**src/rtl/found_reporter.sv**
```systemverilog
// found_reporter: snapshots the decoder's matching candidate on FOUND and
// streams it as printable ASCII (most significant digit first) followed by a
// terminator byte over a valid/ready byte interface. Matches arriving while a
// report is in flight are counted and dropped, since the decoder cannot stall.
module found_reporter #(
    parameter int          PASSLEN   = 5,
    parameter logic [7:0]  TERM_CHAR = 8'h0A,
    parameter int          CNT_W     = 16
) (
    input  logic                   CLK,
    input  logic                   RST,
    input  logic                   FOUND,
    input  logic [8*PASSLEN-1:0]   PASSWD_IN,
    output logic [7:0]             TX_DATA,
    output logic                   TX_VALID,
    input  logic                   TX_READY,
    output logic                   BUSY,
    output logic [CNT_W-1:0]       HIT_CNT,
    output logic [CNT_W-1:0]       DROP_CNT,
    output logic                   ERR
);

    localparam int               IDX_W   = (PASSLEN > 1) ? $clog2(PASSLEN) : 1;
    localparam logic [IDX_W-1:0] IDX_TOP = IDX_W'(PASSLEN - 1);
    localparam logic [7:0]       MAX_DIG = 8'd94;

    typedef enum logic [1:0] {IDLE, SEND, TERM} state_t;

    state_t                  state_q, state_d;
    logic [8*PASSLEN-1:0]    snap_q, snap_d;
    logic [IDX_W-1:0]        idx_q, idx_d;
    logic [CNT_W-1:0]        hit_q, hit_d;
    logic [CNT_W-1:0]        drop_q, drop_d;
    logic                    err_q, err_d;
    logic                    hs;
    logic [7:0]              cur_byte;

    function automatic logic [7:0] byte_at(input logic [8*PASSLEN-1:0] v,
                                           input logic [IDX_W-1:0]     i);
        return v[int'(i)*8 +: 8];
    endfunction

    // Moore outputs: valid for the whole report, data held while stalled
    assign TX_VALID = (state_q != IDLE);
    assign BUSY     = (state_q != IDLE);
    assign HIT_CNT  = hit_q;
    assign DROP_CNT = drop_q;
    assign ERR      = err_q;
    assign hs       = TX_VALID & TX_READY;
    assign cur_byte = byte_at(snap_q, idx_q);

    // Byte presented to the sink; out-of-range digits show as '?'
    always_comb begin
        TX_DATA = 8'h00;
        case (state_q)
            SEND:    TX_DATA = (cur_byte > MAX_DIG) ? 8'h3F : cur_byte + 8'h20;
            TERM:    TX_DATA = TERM_CHAR;
            default: TX_DATA = 8'h00;
        endcase
    end

    // Next-state: capture only from IDLE, every FOUND cycle elsewhere is a drop
    always_comb begin
        state_d = state_q;
        snap_d  = snap_q;
        idx_d   = idx_q;
        hit_d   = hit_q;
        drop_d  = drop_q;
        case (state_q)
            IDLE: begin
                if (FOUND) begin
                    snap_d  = PASSWD_IN;
                    idx_d   = IDX_TOP;
                    state_d = SEND;
                    if (hit_q != '1) hit_d = hit_q + CNT_W'(1);
                end
            end
            SEND: begin
                if (FOUND && drop_q != '1) drop_d = drop_q + CNT_W'(1);
                if (hs) begin
                    if (idx_q == '0) state_d = TERM;
                    else             idx_d   = idx_q - IDX_W'(1);
                end
            end
            TERM: begin
                if (FOUND && drop_q != '1) drop_d = drop_q + CNT_W'(1);
                if (hs) state_d = IDLE;
            end
            default: state_d = IDLE;
        endcase
        // Range check on the raw digit, flagged as that byte comes up
        err_d = err_q | ((state_d == SEND) && (byte_at(snap_d, idx_d) > MAX_DIG));
    end

    // State registers; reset aborts any report in flight
    always_ff @(posedge CLK or posedge RST) begin
        if (RST) begin
            state_q <= IDLE;
            snap_q  <= '0;
            idx_q   <= '0;
            hit_q   <= '0;
            drop_q  <= '0;
            err_q   <= 1'b0;
        end else begin
            state_q <= state_d;
            snap_q  <= snap_d;
            idx_q   <= idx_d;
            hit_q   <= hit_d;
            drop_q  <= drop_d;
            err_q   <= err_d;
        end
    end

endmodule

```
**config.mk**
```make
export PLATFORM = sky130hd
export DESIGN_NAME = found_reporter
export DESIGN_NICKNAME = d
export VERILOG_FILES = /design/src/rtl/found_reporter.sv
export SDC_FILE = /design/constraint.sdc
export NUM_CORES = 1
export LEC_CHECK = 0
export ABC_AREA = 1
export BUFFER_PORTS_ARGS = -buffer_cell sky130_fd_sc_hd__buf_2
export CORE_ASPECT_RATIO = 0.75
export CORE_MARGIN = 3
export CORE_UTILIZATION = 45
export CTS_BUF_LIST = sky130_fd_sc_hd__clkbuf_4 sky130_fd_sc_hd__clkbuf_8
export DETAILED_ROUTE_END_ITERATION = 10
export PLACE_DENSITY_LB_ADDON = 0.12
export SYNTH_ARGS = -nofsm -noshare
export SYNTH_HDL_FRONTEND = slang
export SYNTH_SLANG_ARGS = --single-unit
```
**constraint.sdc**
```tcl
create_clock -name CLK -period 4.35 [get_ports CLK]
set_input_delay 0.87 -clock CLK [delete_from_list [all_inputs] [get_ports CLK]]
set_output_delay 0.87 -clock CLK [all_outputs]
set_load 0.03 [all_outputs]
```
After elaboration in Yosys (flattened, before gate mapping)
Index checks and enable logic that the tools add are counted.
W data, S select, Z words.
- bits in latches: 0
- bits in writable memories: 0
- output and inout bits: 43
- ROM bits: 0
- register bits: 78
- memories kept: 0
- input bits: 44
- divide/modulo/power cells: 0
- shift-type cells: 2
- mux-type cells: 13
- bitwise gates (word level): 2
- $lt $le $gt $ge: 2
- equal/unequal tests: 5
- reductions and logical operators: 8
- $mul: 0
- add/subtract/negate cells: 4
- operator list (cell ; number):
    $mux W40 ; 2
    $shiftx A40 B7 Y8 ; 2
    $add A16 B1 Y16 const B ; 2
    $ne A16 B16 Y1 const B ; 2
    $gt A8 B7 Y1 const B ; 2
    $pmux W8 S2 ; 1
    $mux W3 ; 3
    $add A8 B6 Y8 const B ; 1
    $mux W2 ; 4
    $mux W8 ; 1
    $pmux W2 S3 ; 1
    $pmux W3 S2 ; 1
    $eq A2 B1 Y1 const B ; 2
    $logic_not A3 Y1 ; 1
    $reduce_and A3 Y1 ; 1
    $sub A3 B1 Y3 const B ; 1
    $eq A2 B2 Y1 const B ; 1
    $logic_and A1 B1 Y1 ; 2
    $logic_not A2 Y1 ; 1
    $reduce_and A2 Y1 ; 1
    $reduce_bool A2 Y1 ; 1
    $reduce_or A2 Y1 ; 1
    $and A1 B1 Y1 ; 1
    $or A1 B1 Y1 ; 1

Logic depth before layout (Yosys ltp)
- depth after elaboration: 8
- depth in mapped cells: 20

Least setup slack after synthesis
No wires, ideal clock.
- path kind: register -> output
- from: register idx_q[1]
- to: output port TX_DATA[0]
- setup slack: 1540 ps
- data required time: 3480 ps
- stages on the path, launching flop included: 15
- arrival: 1940 ps
- path through: dfrtp_1 -> buf_4 -> inv_2 -> buf_2 -> a21oi_1 -> o21ai_1 -> nand2_1 -> nor2_1 -> a21oi_1 -> nand3b_1 -> nor2_1 -> o21ai_1 -> nand2_1 -> nor2_1 -> nor2_1
- longest elaborated chain between the ends: 4
- elaborated cells between the ends (all ways): 5
- those cells by class: add/sub (1); order compare (1); shift (1); mux (2)
- RTL lines (what ; line ; RTL):
    start: declaration ; 31 ; logic [IDX_W-1:0] idx_q, idx_d;
    start signal: assignment ; 107 ; idx_q <= idx_d;
    $shiftx A40 B7 Y8 * ; 40 ; return v[int'(i)*8 +: 8];
    $add A8 B6 Y8 / $gt A8 B7 Y1 (equally long branches) ; 56 ; SEND: TX_DATA = (cur_byte > MAX_DIG) ? 8'h3F : cur_byte + 8'h20;
    $mux W8 * ; 56 ;
    $pmux W8 S2 * ; 55 ; case (state_q)
    end: declaration ; 14 ; output logic [7:0] TX_DATA,
Every way passes the cells marked *; elsewhere a longest branch is shown, timed or not.

Final worst setup path
- from: register idx_q[0]
- to: output port TX_DATA[2]
Same word-level chain as after synthesis.

==> run metrics <==
status finished clean; multi-input logic area 0.00221 sq mm; Final Setup Violations 0; global-route wire length before repair 20000 um; Post-Syn Instances 607; Reg-to-Reg Start idx_q[0]; Internal 2.04 mW; fin util 0.541; TritonCTS clock tree built; grt ovf 0; maximum clock path buffer count 2; DR pass1 iterations 4; Worst Setup SP idx_q[0]; post-CTS sizing 0; sequential share of power 0.288; Comb pwr share 0.549; Hold Slack 0.488 ns; Total Routed Length 12100 um; Final HPWL DP 8900 um; worst path required time 3.48 ns; largest cells by area after synthesis dfrtp_1 42%, nand2_1 13%, inv_1 5.6%; unrepaired setup endpoints after global routing false; vias in the first global route 3987; share of cells above drive strength 1 0.210; Via Count 4182; Peak VDD IR 298 uV; DRC viols 0; commonest non-fill, non-tap cell in the layout nand2_1; clock sinks 78; switching part of the total 0.491; actual slew at the worst max-slew pin 0.988 ns; Warnings, synthesis 0; Crit Path Class reg2out; Reg2Reg Setup Slack 1.20 ns; post-route cell area 0.00533 sq mm; Post-Syn Nets 660; pin count of the biggest net entering global routing 79; Pleak 2.85 nW; I/O Pins 87; CP max FO 19; register bit count reported by yosys 78; Setup crit end kind output pin; Area after DPL 0.00509 sq mm; most frequent cells in the layout 162 x nand2_1, 86 x buf_2, 78 x dfrtp_1, 68 x inv_1, 43 x nor2_1; core area 0.00985 sq mm; number of nets in the layout 738; Avg Vias per Cell 5.09; worst-case reg-to-reg path depth 15; Mapped Area 0.00463 sq mm; IO buf count 86; FF-to-FF End ERR; max-slew violation count 0; hold buffers post-CTS 0; area delta synth->final 15.0%; initial antenna violation count 0; period utilization 0.827; TritonCTS Buffers 9; final-report hold violation count 0; Sequential cell area 0.00195 sq mm; Hold Crit Class reg2reg; postcts setup bufs 0; Global Route Usage Sum 0.221; Unique masters post-synth 37; Clk Tree Root Cell clkbuf_8; Fmax 278 MHz; Rel. slew slack 0.341; Max-Cap Viols 0; placer congestion estimate 0.969; Clk pwr share 0.163; clk_skew 0.00770 ns; TNS Setup 0 ns; fill cell count 1010; largest area contributor in the netlist dfrtp_1; Routed Antenna Nets 0; cell area power density 752 mW/mm^2; P_sw 1.97 mW; Reg clk slew, reported paths 0.08 ns; H-tree levels 3; Rows 31; initial DRC count 263; sequential area share after synthesis 0.421; antenna fix cells 0; CP endpoint TX_DATA[2]; initial core utilization 0.470; fin crit period 3.60 ns; area share of the largest cell type after synthesis 0.421; WL/cell 14.7 um; worst skew pair latency 0.35 ns; critical path data arrival time 2.73 ns; die width 123 um; Die Ht 93.9 um; die area 0.0116 sq mm; element type at the critical path start flop; syn_area_per_cell 7.64 sq um
[worst min-delay path by stage]
stage,startpoint,endpoint,slack (ns),cells after the start
global route,DROP_CNT[14],DROP_CNT[14],0.51,1
global placement,ERR,ERR,0.45,2
detailed placement,DROP_CNT[14],DROP_CNT[14],0.48,1
floorplan,snap_q[22],snap_q[22],0.46,2
CTS,DROP_CNT[14],DROP_CNT[14],0.49,1
finish,DROP_CNT[14],DROP_CNT[14],0.49,1
[through the flow]
step / power [mW] / setup WS [ns] / std cells
after global placement: 3.30 / 1.26 / 806
after floorplan: 2.86 / 1.48 / 607
after CTS: 4.00 / 0.769 / 821
after detailed placement: 3.34 / 1.17 / 806
final: 4.01 / 0.752 / 821
after global routing: 4.37 / 0.469 / 821
[critical path: stages, from the launching register on]
cell and delay (ns):
dfrtp_1 0.67, buf_4 0.30, nor2_1 0.07, nand2_1 0.17, inv_2 0.06, a21oi_1 0.19
nand3b_1 0.13, nor2_1 0.05, o21ai_1 0.18, nand2_1 0.17, o21a_1 0.21, buf_2 0.17
[Yosys cell counts]
cell        n
a32o_1      1
and2_1      1
a21oi_1    22
inv_2      11
nand2_1   162
nor2_2      2
nand3b_2    1
a311oi_1    1
nor4_1      1
or2_2      10
nor3_1      8
buf_6       6
a31oi_2     1
xor2_1     19
o22ai_1     2
dfrtp_1    78
nor2b_1     1
and3_1      1
o21ai_0    19
nand3b_1    1
nand3_4     2
xnor2_1    11
nor2_4      3
ha_1        9
o21a_1      3
buf_2      11
buf_4       6
nand2_2     6
o21ai_2     1
a22oi_1     1
o21ai_1    29
a221oi_1    1
nand3_1    36
nand4_1    26
nor2_1     43
inv_1      69
nand3_2     2
[cell type report]
cell class              instances  share of cell area
clock buffers                   9              0.0233
clock inverters                 6              0.0209
inverters                      80              0.0564
multi-input cells             426               0.416
flip-flops and latches         78               0.366
well taps                     132              0.0310
repair buffers                 90              0.0864
[routing by layer]
metal / part of all wire / vias to the layer above / wire length, um / global-route usage
met1: 0.49 / 1941 / 5900 / 0.330
met2: 0.43 / 131 / 5190 / 0.325
met4: 0.013 / 0 / 162 / 0.0544
met3: 0.069 / 16 / 829 / 0.0464
met5: 0 / - / 0 / 0
li1: - / 2094 / - / -
[sequential cells by signal (all words and copies together) (netlist names)]
register / flops
HIT_CNT: 16
DROP_CNT: 16
ERR: 1
snap_q: 40
idx_q: 3
state_q: 2
[power groups by stage]
stage / combinational, mW / sequential (mW) / clock, mW
after floorplan: 1.65 / 1.20 / 0
after global placement: 2.14 / 1.17 / 0
after global routing: 2.49 / 1.19 / 0.700
final: 2.20 / 1.15 / 0.652
after detailed placement: 2.17 / 1.17 / 0
after CTS: 2.18 / 1.15 / 0.667
[logic make-up (layout without fill, tap and decap cells)]
logic type | after synthesis | in the layout | share of synthesized area
AND/OR/NAND/NOR | 306 | 306 | 0.302
buffers and inverters | 103 | 185 | 0.101
AO/OA/AOI/OAI | 81 | 81 | 0.0953
flip-flops | 78 | 78 | 0.421
XOR/XNOR | 30 | 30 | 0.0567
adder cells (fa/ha/maj) | 9 | 9 | 0.0243
Power figures use the tool's default switching activity.
